--- src/rtl/pps_pkg.sv ---
`default_nettype none
// ============================================================================
// Module   : pps_pkg
// Purpose  : Shared types, widths and the period-window helper for the PPS
//            conditioning block.
// Revision : 1.0 - initial release
// ============================================================================
package pps_pkg;

  typedef enum logic [1:0] {
    IDLE = 2'd0,
    ACQ  = 2'd1,
    LOCK = 2'd2,
    HOLD = 2'd3
  } state_t;

  localparam int ERR_W = 16;
  localparam int SEC_W = 32;

  // True when interval n lies inside hz +/- tol (inclusive). Written as
  // n + tol >= hz so that a tolerance larger than hz cannot underflow.
  function automatic logic in_window(input logic [63:0] n,
                                     input logic [63:0] hz,
                                     input logic [63:0] tol);
    return ((n + tol) >= hz) && (n <= (hz + tol));
  endfunction

endpackage
`default_nettype wire

--- src/rtl/pps_edge_sync.sv ---
`default_nettype none
// ============================================================================
// Module   : pps_edge_sync
// Purpose  : Two-flop synchroniser for an asynchronous strobe followed by a
//            rising-edge detector. A level held high yields a single edge.
// Revision : 1.0 - initial release
// ============================================================================
module pps_edge_sync (
  input  logic CLK,
  input  logic RST,
  input  logic i_d,
  output logic o_edge
);

  logic r_s1;
  logic r_s2;
  logic r_s3;

  // Shift the raw input through two metastability flops plus one history flop.
  always_ff @(posedge CLK or posedge RST) begin
    if (RST) begin
      r_s1 <= 1'b0;
      r_s2 <= 1'b0;
      r_s3 <= 1'b0;
    end else begin
      r_s1 <= i_d;
      r_s2 <= r_s1;
      r_s3 <= r_s2;
    end
  end

  assign o_edge = r_s2 & ~r_s3;

endmodule
`default_nettype wire

--- src/rtl/pps_sync_gen.sv ---
`default_nettype none
// ============================================================================
// Module   : pps_sync_gen
// Purpose  : PPS conditioner. Synchronises the external PPS, validates its
//            period, emits a one-cycle second strobe plus a stretched output,
//            and free-runs local holdover seconds when the reference is lost.
// Revision : 1.0 - initial release
// ============================================================================
module pps_sync_gen
  import pps_pkg::*;
#(
  parameter int CLK_HZ     = 125000000,
  parameter int TOL        = 1000,
  parameter int CNT_W      = 32,
  parameter int PULSE_W    = 12500000,
  parameter int MISS_LIMIT = 2
) (
  input  logic             CLK,
  input  logic             RST,
  input  logic             pps_in,
  input  logic             force_local,
  output logic             pps_pulse,
  output logic             pps_out,
  output logic             locked,
  output logic             holdover,
  output logic             lost,
  output logic [CNT_W-1:0] period,
  output logic [ERR_W-1:0] err_count,
  output logic [SEC_W-1:0] sec_count
);

  // One extra bit so that cnt+1 never wraps when cnt is saturated.
  localparam int N_W    = CNT_W + 1;
  localparam int MISS_W = (MISS_LIMIT < 1) ? 1 : $clog2(MISS_LIMIT + 1);
  localparam int PW_W   = (PULSE_W < 2) ? 1 : $clog2(PULSE_W + 1);

  state_t            r_state;
  logic [CNT_W-1:0]  r_cnt;
  logic [MISS_W-1:0] r_miss;
  logic              r_pulse;
  logic              r_lost;
  logic [CNT_W-1:0]  r_period;
  logic [ERR_W-1:0]  r_err;
  logic [SEC_W-1:0]  r_sec;
  logic              r_force_d;
  logic              r_out;
  logic [PW_W-1:0]   r_wcnt;

  logic              w_edge;
  logic [N_W-1:0]    w_n;
  logic [CNT_W-1:0]  w_cnt_inc;
  logic [ERR_W-1:0]  w_err_inc;
  logic [SEC_W-1:0]  w_sec_inc;
  logic              w_in_win;
  logic              w_timeout;
  logic              w_tick;
  logic              w_local;
  logic              w_force_rise;

  pps_edge_sync u_edge (
    .CLK    (CLK),
    .RST    (RST),
    .i_d    (pps_in),
    .o_edge (w_edge)
  );

  assign w_n          = {1'b0, r_cnt} + N_W'(1);
  assign w_cnt_inc    = (r_cnt == '1) ? r_cnt : r_cnt + CNT_W'(1);
  assign w_err_inc    = (r_err == '1) ? r_err : r_err + ERR_W'(1);
  assign w_sec_inc    = r_sec + SEC_W'(1);
  assign w_in_win     = in_window(64'(w_n), 64'(CLK_HZ), 64'(TOL));
  assign w_timeout    = (w_n == N_W'(CLK_HZ + TOL));
  assign w_tick       = (w_n == {1'b0, r_period});
  assign w_local      = (w_n == N_W'(CLK_HZ));
  assign w_force_rise = force_local & ~r_force_d;

  // Acquisition / lock / holdover FSM with its interval counter and stats.
  always_ff @(posedge CLK or posedge RST) begin
    if (RST) begin
      r_state   <= IDLE;
      r_cnt     <= '0;
      r_miss    <= '0;
      r_pulse   <= 1'b0;
      r_lost    <= 1'b0;
      r_period  <= CNT_W'(CLK_HZ);
      r_err     <= '0;
      r_sec     <= '0;
      r_force_d <= 1'b0;
    end else begin
      r_force_d <= force_local;
      r_pulse   <= 1'b0;
      r_cnt     <= w_cnt_inc;
      if (force_local) begin
        // Local free-run: the reference is ignored, seconds come from cnt.
        r_state <= IDLE;
        if (w_force_rise) begin
          r_cnt <= '0;
        end else if (w_local) begin
          r_pulse <= 1'b1;
          r_sec   <= w_sec_inc;
          r_cnt   <= '0;
        end
      end else begin
        case (r_state)
          IDLE: begin
            if (w_edge) begin
              r_state <= ACQ;
              r_cnt   <= '0;
            end
          end
          ACQ: begin
            if (w_edge) begin
              r_cnt <= '0;
              if (w_in_win) begin
                r_state  <= LOCK;
                r_period <= w_n[CNT_W-1:0];
                r_pulse  <= 1'b1;
                r_sec    <= w_sec_inc;
                r_lost   <= 1'b0;
              end else begin
                r_err <= w_err_inc;
              end
            end
          end
          LOCK: begin
            if (w_edge && w_in_win) begin
              r_period <= w_n[CNT_W-1:0];
              r_pulse  <= 1'b1;
              r_sec    <= w_sec_inc;
              r_cnt    <= '0;
            end else if (w_edge) begin
              // Early edge is a glitch: counted, but the second keeps running.
              r_err <= w_err_inc;
            end else if (w_timeout) begin
              r_state <= HOLD;
              r_pulse <= 1'b1;
              r_sec   <= w_sec_inc;
              r_cnt   <= '0;
              r_miss  <= MISS_W'(1);
            end
          end
          HOLD: begin
            if (w_edge) begin
              r_state <= ACQ;
              r_cnt   <= '0;
            end else if (w_tick) begin
              r_cnt <= '0;
              if (r_miss == MISS_W'(MISS_LIMIT)) begin
                r_state <= IDLE;
                r_lost  <= 1'b1;
              end else begin
                r_pulse <= 1'b1;
                r_sec   <= w_sec_inc;
                r_miss  <= r_miss + MISS_W'(1);
              end
            end
          end
          default: r_state <= IDLE;
        endcase
      end
    end
  end

  // Stretch each strobe into a PULSE_W-cycle output; a new strobe restarts it.
  always_ff @(posedge CLK or posedge RST) begin
    if (RST) begin
      r_out  <= 1'b0;
      r_wcnt <= '0;
    end else if (r_pulse) begin
      r_out  <= 1'b1;
      r_wcnt <= PW_W'(PULSE_W - 1);
    end else if (r_wcnt != '0) begin
      r_wcnt <= r_wcnt - PW_W'(1);
    end else begin
      r_out <= 1'b0;
    end
  end

  assign pps_pulse = r_pulse;
  assign pps_out   = r_out;
  assign locked    = (r_state == LOCK);
  assign holdover  = (r_state == HOLD);
  assign lost      = r_lost;
  assign period    = r_period;
  assign err_count = r_err;
  assign sec_count = r_sec;

endmodule
`default_nettype wire

--- config.mk ---
export PLATFORM = sky130hd
export DESIGN_NAME = pps_sync_gen
export DESIGN_NICKNAME = d
export VERILOG_FILES = /design/src/rtl/pps_pkg.sv /design/src/rtl/pps_edge_sync.sv /design/src/rtl/pps_sync_gen.sv
export SDC_FILE = /design/constraint.sdc
export NUM_CORES = 1
export LEC_CHECK = 0
export CAP_MARGIN = 25
export CORE_MARGIN = 1
export CORE_UTILIZATION = 50
export DETAILED_ROUTE_END_ITERATION = 10
export GPL_TIMING_DRIVEN = 0
export PLACE_DENSITY = 0.78
export SLEW_MARGIN = 20
export SYNTH_ARGS = -nofsm -noshare
export SYNTH_HDL_FRONTEND = slang
export SYNTH_SLANG_ARGS = --single-unit
--- constraint.sdc ---
create_clock -name CLK -period 10 [get_ports CLK]
set_clock_uncertainty 0.05 [all_clocks]
set_input_delay 2 -clock CLK [delete_from_list [all_inputs] [get_ports CLK]]
set_output_delay 2 -clock CLK [all_outputs]
set_load 0.01 [all_outputs]
==> results.json, run 1 <==
{
  "outcome": "completed",
  "postSynthAreaPerCell_um2": 9.40,
  "multiInputGateArea_um2": 4720,
  "synth_edf_count": 0,
  "maxCapViolCount": 0,
  "synth_commonest_cells": "134 x dfrtp_1, 76 x xnor2_1, 73 x a21oi_1",
  "reg2reg_from": "r_cnt[0]",
  "r2r_cells": 16,
  "firstDrtPassIters": 6,
  "cp_top_family": "simple AND/OR/NAND/NOR gates",
  "port_buffers": 88,
  "r2r_slack_ns": 3.68,
  "viasPerCell": 5.97,
  "nFillCells": 1453,
  "synth_area_leader_cell": "dfrtp_1",
  "worstHoldStart": "u_edge.r_s1",
  "crit_slowest_cell": "nor4_1",
  "antenna_found_initial": 0,
  "place.gp.congestion": 1.01,
  "synth_most_common_cell": "dfrtp_1",
  "setup_tns_ns": 0,
  "num_antenna_cells": 0,
  "grt_pass1_wl_um": 38200,
  "synth_nets": 945,
  "power.share.switching": 0.316,
  "synthDominantCellAreaShare": 0.384,
  "min_period_over_period": 0.632,
  "wl_um": 23400,
  "cp_common_cell": "clkbuf_1",
  "clk_path_buf_depth": 2,
  "final_nets": 1054,
  "hpwlAfterDp_um": 16700,
  "p_comb_frac": 0.192,
  "ys_types": 68,
  "crit_buf_inv": 3,
  "synth_cells": 928,
  "yosys-top-cells-area": "dfrtp_1 38%, xnor2_1 7.6%, a21oi_1 4.2%",
  "core_um2": 16800,
  "regArea_um2": 3690,
  "yosysWarnings": 0,
  "cts_root_buffer": "clkbuf_16",
  "placementRows": 47,
  "detail_route.iter0.violations": 690,
  "p_switching_uw": 525,
  "io_pins": 89,
  "grt_pass1_vias": 7181,
  "hold_path_class": "flip-flop to flip-flop",
  "ys.flop_type": "dfrtp_1",
  "r2r-end": "period[11]",
  "cp_max_fo": 10,
  "track_usage": 0.274,
  "seqPwrFrac": 0.420,
  "setup_viol": 0,
  "fin_crit_ns": 6.32,
  "start_util": 0.519,
  "leakage_uw": 0.00409,
  "syn2layout_area_growth_pct": 20.5,
  "dieHeight_um": 134,
  "worstSetupPathType": "flip-flop to flip-flop",
  "intPower_uw": 1140,
  "min_to": "u_edge.r_s2",
  "drive_gt1_frac": 0.0886,
  "ctsHoldBuffers": 0,
  "seq_area_frac_synth": 0.424,
  "ctsHtreeMaxLevel": 4,
  "drc": 0,
  "async_flop_share": 1.00,
  "grt_max_degree": 99,
  "fmaxAchievable_mhz": 158,
  "cp-start-kind": "flip-flop",
  "worst_pin_slew_ns": 0.974,
  "hold_depth": 0,
  "path_clk_slew_ns": 0.07,
  "rsz0062_at_grt": "false",
  "clockPowerShare": 0.388,
  "wl_per_cell_um": 18.4,
  "ant_nets": 0,
  "worstSetupEndpointType": "flip-flop",
  "max-slew-margin-rel": 0.346,
  "vdd_drop_max_uv": 139,
  "hold_viol_final": 0,
  "post_cts_resized": 0,
  "die_x_um": 134,
  "cts_setup_buffers": 0,
  "holdWs_ns": 0.311,
  "p_per_area_nw_per_um2": 158,
  "slew_viol_final": 0,
  "path_cells": "ha_1 > nand4_2 > or4_1 > clkbuf_1 > nor3_1 > xnor2_1 > o211ai_1 > nor4_1 > nand2_1 > o21a_1 > a21oi_1 > and2_1 > clkbuf_1 > clkbuf_1 > nor2_1 > a21oi_1",
  "clk_latency_ns": 0.44,
  "cts_tree": "done",
  "worstPathArrival_ns": 6.64,
  "cts.sinks": 147,
  "cts_buffers": 17,
  "worstPathRequired_ns": 10.32,
  "cpPeakStageDelay_ns": 0.75,
  "grt_overflow": 0,
  "netlist_area_um2": 8720,
  "via_count": 7587,
  "dieArea_um2": 18000,
  "ys_ff_latch": 147
}
## state kept, by name (all words and copies together) (netlist names)
name         cells
r_cnt           32
r_wcnt          24
u_edge.r_s2      1
period          32
lost             1
u_edge.r_s3      1
u_edge.r_s1      1
r_state          2
sec_count       32
pps_pulse        1
r_force_d        1
err_count       16
r_miss           2
pps_out          1
## power by group through the flow
stage	Sequential [uW]	Combinational (uW)	Clock (uW)
2_1_floorplan	707	194	0
3_3_place_gp	704	307	0
3_5_place_dp	707	317	0
4_1_cts	698	322	653
5_1_grt	707	355	679
6_report	698	320	644
## cell type report
type	count	share of cell area
Sequential cell	147	0.352
Clock buffer	17	0.0405
Inverter	30	0.0114
Multi-Input combinational cell	704	0.449
Tap cell	220	0.0262
Clock inverter	15	0.0158
Timing Repair Buffer	90	0.0869
Buffer	47	0.0189
## how the worst max path moves through the flow
stage                         from            to  slack (ns)  cells after the start
after detailed placement  r_cnt[0]    period[23]        3.89                     16
after floorplan                RST  err_count[0]        4.02                      1
after global routing      r_cnt[0]    period[15]        3.15                     16
after global placement         RST     period[3]        1.86                      2
final                     r_cnt[0]    period[11]        3.68                     16
after CTS                 r_cnt[0]    period[12]        3.87                     16
## routing by layer
layer  track usage  up-vias  part of all wire
li1              -     3622                 -
met1         0.369     3642              0.45
met2         0.423      268              0.45
met3        0.0763       55             0.073
met4        0.0974        0             0.024
met5             0        -                 0
## placed cells by master, fill, tap and decap left out, drive strengths merged, types with 13 or more instances in the layout
cell type | synthesis | routed
nor4 | 42 | 42
ha | 13 | 13
clkbuf | 33 | 51
buf | 14 | 15
nor3 | 35 | 35
nand2b | 18 | 18
nand4 | 30 | 30
dfrtp | 134 | 134
nor2 | 62 | 62
nand3 | 34 | 34
a21oi | 73 | 73
nand2 | 53 | 53
o21ai | 21 | 21
xnor2 | 76 | 76
clkdlybuf4s50 | 0 | 88
or4 | 20 | 20
dfstp | 13 | 13
xor2 | 36 | 36
and3 | 19 | 19
inv | 30 | 37
## worst register-to-register path: cells and delay by family (launching register included)
family                   cells  cell delay (ns)
AND/OR/NAND/NOR              7             2.65
buffers and inverters        3             1.28
AO/OA/AOI/OAI                4             1.06
flip-flops                   1             0.53
adder cells (fa/ha/maj)      1             0.37
XOR/XNOR                     1             0.32
## through the flow
step	total power (uW)	worst slack [ns]	instances	instance area, um2	utilization
after global placement	1010	1.86	1236	9880	0.587
after floorplan	901	4.02	928	8720	-
after CTS	1670	3.87	1269	10500	0.625
after detailed placement	1020	3.89	1237	9910	0.589
final	1660	3.68	1270	10500	0.625
after global routing	1740	3.15	1270	10500	0.625
## cells by family (layout without fill, tap and decap cells)
group | count (synthesis) | after routing | synth area share
compound gates | 182 | 182 | 0.135
xor+xnor | 117 | 117 | 0.125
fa+ha+maj | 13 | 13 | 0.0186
buf+inv | 77 | 199 | 0.0357
flops | 147 | 147 | 0.424
mux | 10 | 10 | 0.0122
simple gates | 382 | 382 | 0.250
No activity file was read; power rests on OpenSTA's default activity.
==> run 2: changes to the inputs <==
--- a/config.mk
+++ b/config.mk
@@ -10,7 +10,7 @@
 export CORE_UTILIZATION = 50
 export DETAILED_ROUTE_END_ITERATION = 10
 export GPL_TIMING_DRIVEN = 0
-export PLACE_DENSITY = 0.78
+export PLACE_DENSITY = 0.8
 export SLEW_MARGIN = 20
 export SYNTH_ARGS = -nofsm -noshare
 export SYNTH_HDL_FRONTEND = slang
==> constraint.sdc (replaced) <==
create_clock -name CLK -period 5.1 [get_ports CLK]
set_clock_uncertainty 0.05 [all_clocks]
set_input_delay 1.02 -clock CLK [delete_from_list [all_inputs] [get_ports CLK]]
set_output_delay 1.02 -clock CLK [all_outputs]
set_load 0.01 [all_outputs]
==> run 2 against run 1 <==
Combinational power increased by 110%. Highest routed layer unchanged. Sequential power increased by 96%. Die area unchanged. Sequential cell count unchanged. Worst setup slack got worse by 3.6 ns. Largest cell class unchanged. Global-route usage increased by 0.71 points. Count of clock-buffer cells in the layout unchanged. Utilization increased by 2.3 points. Clock power increased by 100%. Sequential share of layout area decreased by 1.2 points.
==> results.json, run 2 (synthesized netlist as in run 1, its figures left out) <==
{
  "cts_tree": "done",
  "grt_pass1_wl_um": 39200,
  "track_usage": 0.281,
  "cts_root_buffer": "clkbuf_16",
  "hold_depth": 0,
  "outcome": "completed",
  "power.total_uw": 3350,
  "start_util": 0.519,
  "cts_buffers": 17,
  "dieArea_um2": 18000,
  "r2r_slack_ns": 0.11,
  "drc": 0,
  "rsz0062_at_grt": "true",
  "cp_max_fo": 10,
  "die_x_um": 134,
  "leakage_uw": 0.00428,
  "hold_path_class": "flip-flop to flip-flop",
  "worstSetupEndpointType": "flip-flop",
  "r2r_cells": 17,
  "final_nets": 1062,
  "layout_common_cells": "132 x dfrtp_1, 88 x clkdlybuf4s50_1, 75 x xnor2_1, 72 x a21oi_1, 62 x nor2_1",
  "viasPerCell": 6.15,
  "port_buffers": 88,
  "holdWs_ns": 0.300,
  "setup_viol": 0,
  "cp-start-kind": "flip-flop",
  "worstPathRequired_ns": 5.41,
  "r2r-end": "sec_count[20]",
  "p_per_area_nw_per_um2": 307,
  "final_common_cell": "dfrtp_1",
  "fin_cells": 1278,
  "grt_pass1_vias": 7463,
  "via_count": 7865,
  "max-slew-margin-rel": 0.263,
  "hpwlAfterDp_um": 17200,
  "wl_um": 24600,
  "crit_path_end": "sec_count[20]",
  "clk_path_buf_depth": 2,
  "clk_latency_ns": 0.43,
  "io_pins": 89,
  "num_antenna_cells": 0,
  "fin_crit_ns": 4.99,
  "fmaxAchievable_mhz": 201,
  "crit_start": "r_cnt[13]",
  "drive_gt1_frac": 0.146,
  "worstSetupPathType": "flip-flop to flip-flop",
  "ctsHtreeMaxLevel": 4,
  "syn2layout_area_growth_pct": 25.0,
  "vdd_drop_max_uv": 274,
  "slew_viol_final": 0,
  "grt_max_degree": 106,
  "ant_nets": 0,
  "core_um2": 16800,
  "hold_viol_final": 0,
  "fin_util": 0.648,
  "detail_route.iter0.violations": 653,
  "antenna_found_initial": 0,
  "worst_pin_slew_ns": 1.10,
  "grt_overflow": 0,
  "path_clk_slew_ns": 0.07,
  "placementRows": 47,
  "dp_cells": 1237,
  "reg2reg_from": "r_cnt[13]",
  "worstPathArrival_ns": 5.30,
  "nFillCells": 1427,
  "wl_per_cell_um": 19.2,
  "min_period_over_period": 0.978,
  "dieHeight_um": 134,
  "cts.sinks": 147,
  "maxCapViolCount": 0,
  "place.gp.congestion": 0.939,
  "firstDrtPassIters": 5
}
## run 2: cell count changes in the layout (fill, tap and decap cells not counted), sizes merged
| cell | before | now |
|---|---|---|
| inv | 37 | 39 |
| bufinv | 1 | 2 |
| clkinvlp | 3 | 1 |
| buf | 15 | 24 |
| clkinv | 4 | 3 |
| clkbuf | 51 | 50 |
## run 2: area by class of cell
| cell class | instances | area (um2) | share of cell area |
|---|---|---|---|
| clock inverter | 15 | 186 | 0.0171 |
| buffer | 43 | 218 | 0.0200 |
| inverter | 30 | 120 | 0.0110 |
| timing repair buffer | 102 | 1010 | 0.0923 |
| clock buffer | 17 | 425 | 0.0390 |
| tap | 220 | 275 | 0.0252 |
| multi-input combinational | 704 | 4970 | 0.456 |
| sequential | 147 | 3700 | 0.339 |
## run 2: routing by layer
layer	up-vias	share of wire	wire length, um	global-route usage
met5	-	0	0	0
met4	0	0.028	680	0.0961
met3	54	0.079	1950	0.0650
met2	321	0.47	11500	0.450
met1	3870	0.43	10400	0.375
li1	3620	-	-	-
## run 2: power breakdown
group | total, uW | internal (uW) | switching [uW]
sequential | 1370 | 1260 | 111
combinational | 662 | 294 | 368
clock | 1310 | 745 | 568
total | 3350 | 2300 | 1050
## run 2: what timing repair did
item	CTS	global route
pin swaps	2	6
cloned	0	0
gates resized for setup	42	31
setup endpoints to repair	115	93
hold buffers	0	0
buffers inserted	8	5
## run 2: critical path, stage by stage (launching register included)
cell and delay, ns:
dfrtp_1 0.32, clkbuf_4 0.20, nand4_1 0.16, buf_4 0.19
or4_4 0.58, clkbuf_4 0.23, nor3_2 0.26, xnor2_1 0.34
o211ai_1 0.20, buf_4 0.21, nor4_4 0.43, nand2_1 0.15
o21a_1 0.16, a211o_1 0.31, a221o_2 0.42, clkbuf_4 0.22
nor4_2 0.29, xor2_1 0.19
## run 2: per-stage QoR
step / worst slack [ns] / TNS, ns / instance area, um2
finish: 0.113 / 0 / 10900
CTS: 0.0131 / 0 / 10800
global placement: -2.02 / -369.12 / 9880
global route: -0.0465 / -0.161 / 10900
floorplan: 0.100 / 0 / 8720
detailed placement: -1.15 / -97.18 / 9910
## run 2: worst min-delay path by stage
stage	from	end
4_1_cts	u_edge.r_s1	u_edge.r_s2
3_5_place_dp	u_edge.r_s1	u_edge.r_s2
6_report	u_edge.r_s1	u_edge.r_s2
2_1_floorplan	u_edge.r_s1	u_edge.r_s2
3_3_place_gp	u_edge.r_s1	u_edge.r_s2
5_1_grt	u_edge.r_s1	u_edge.r_s2
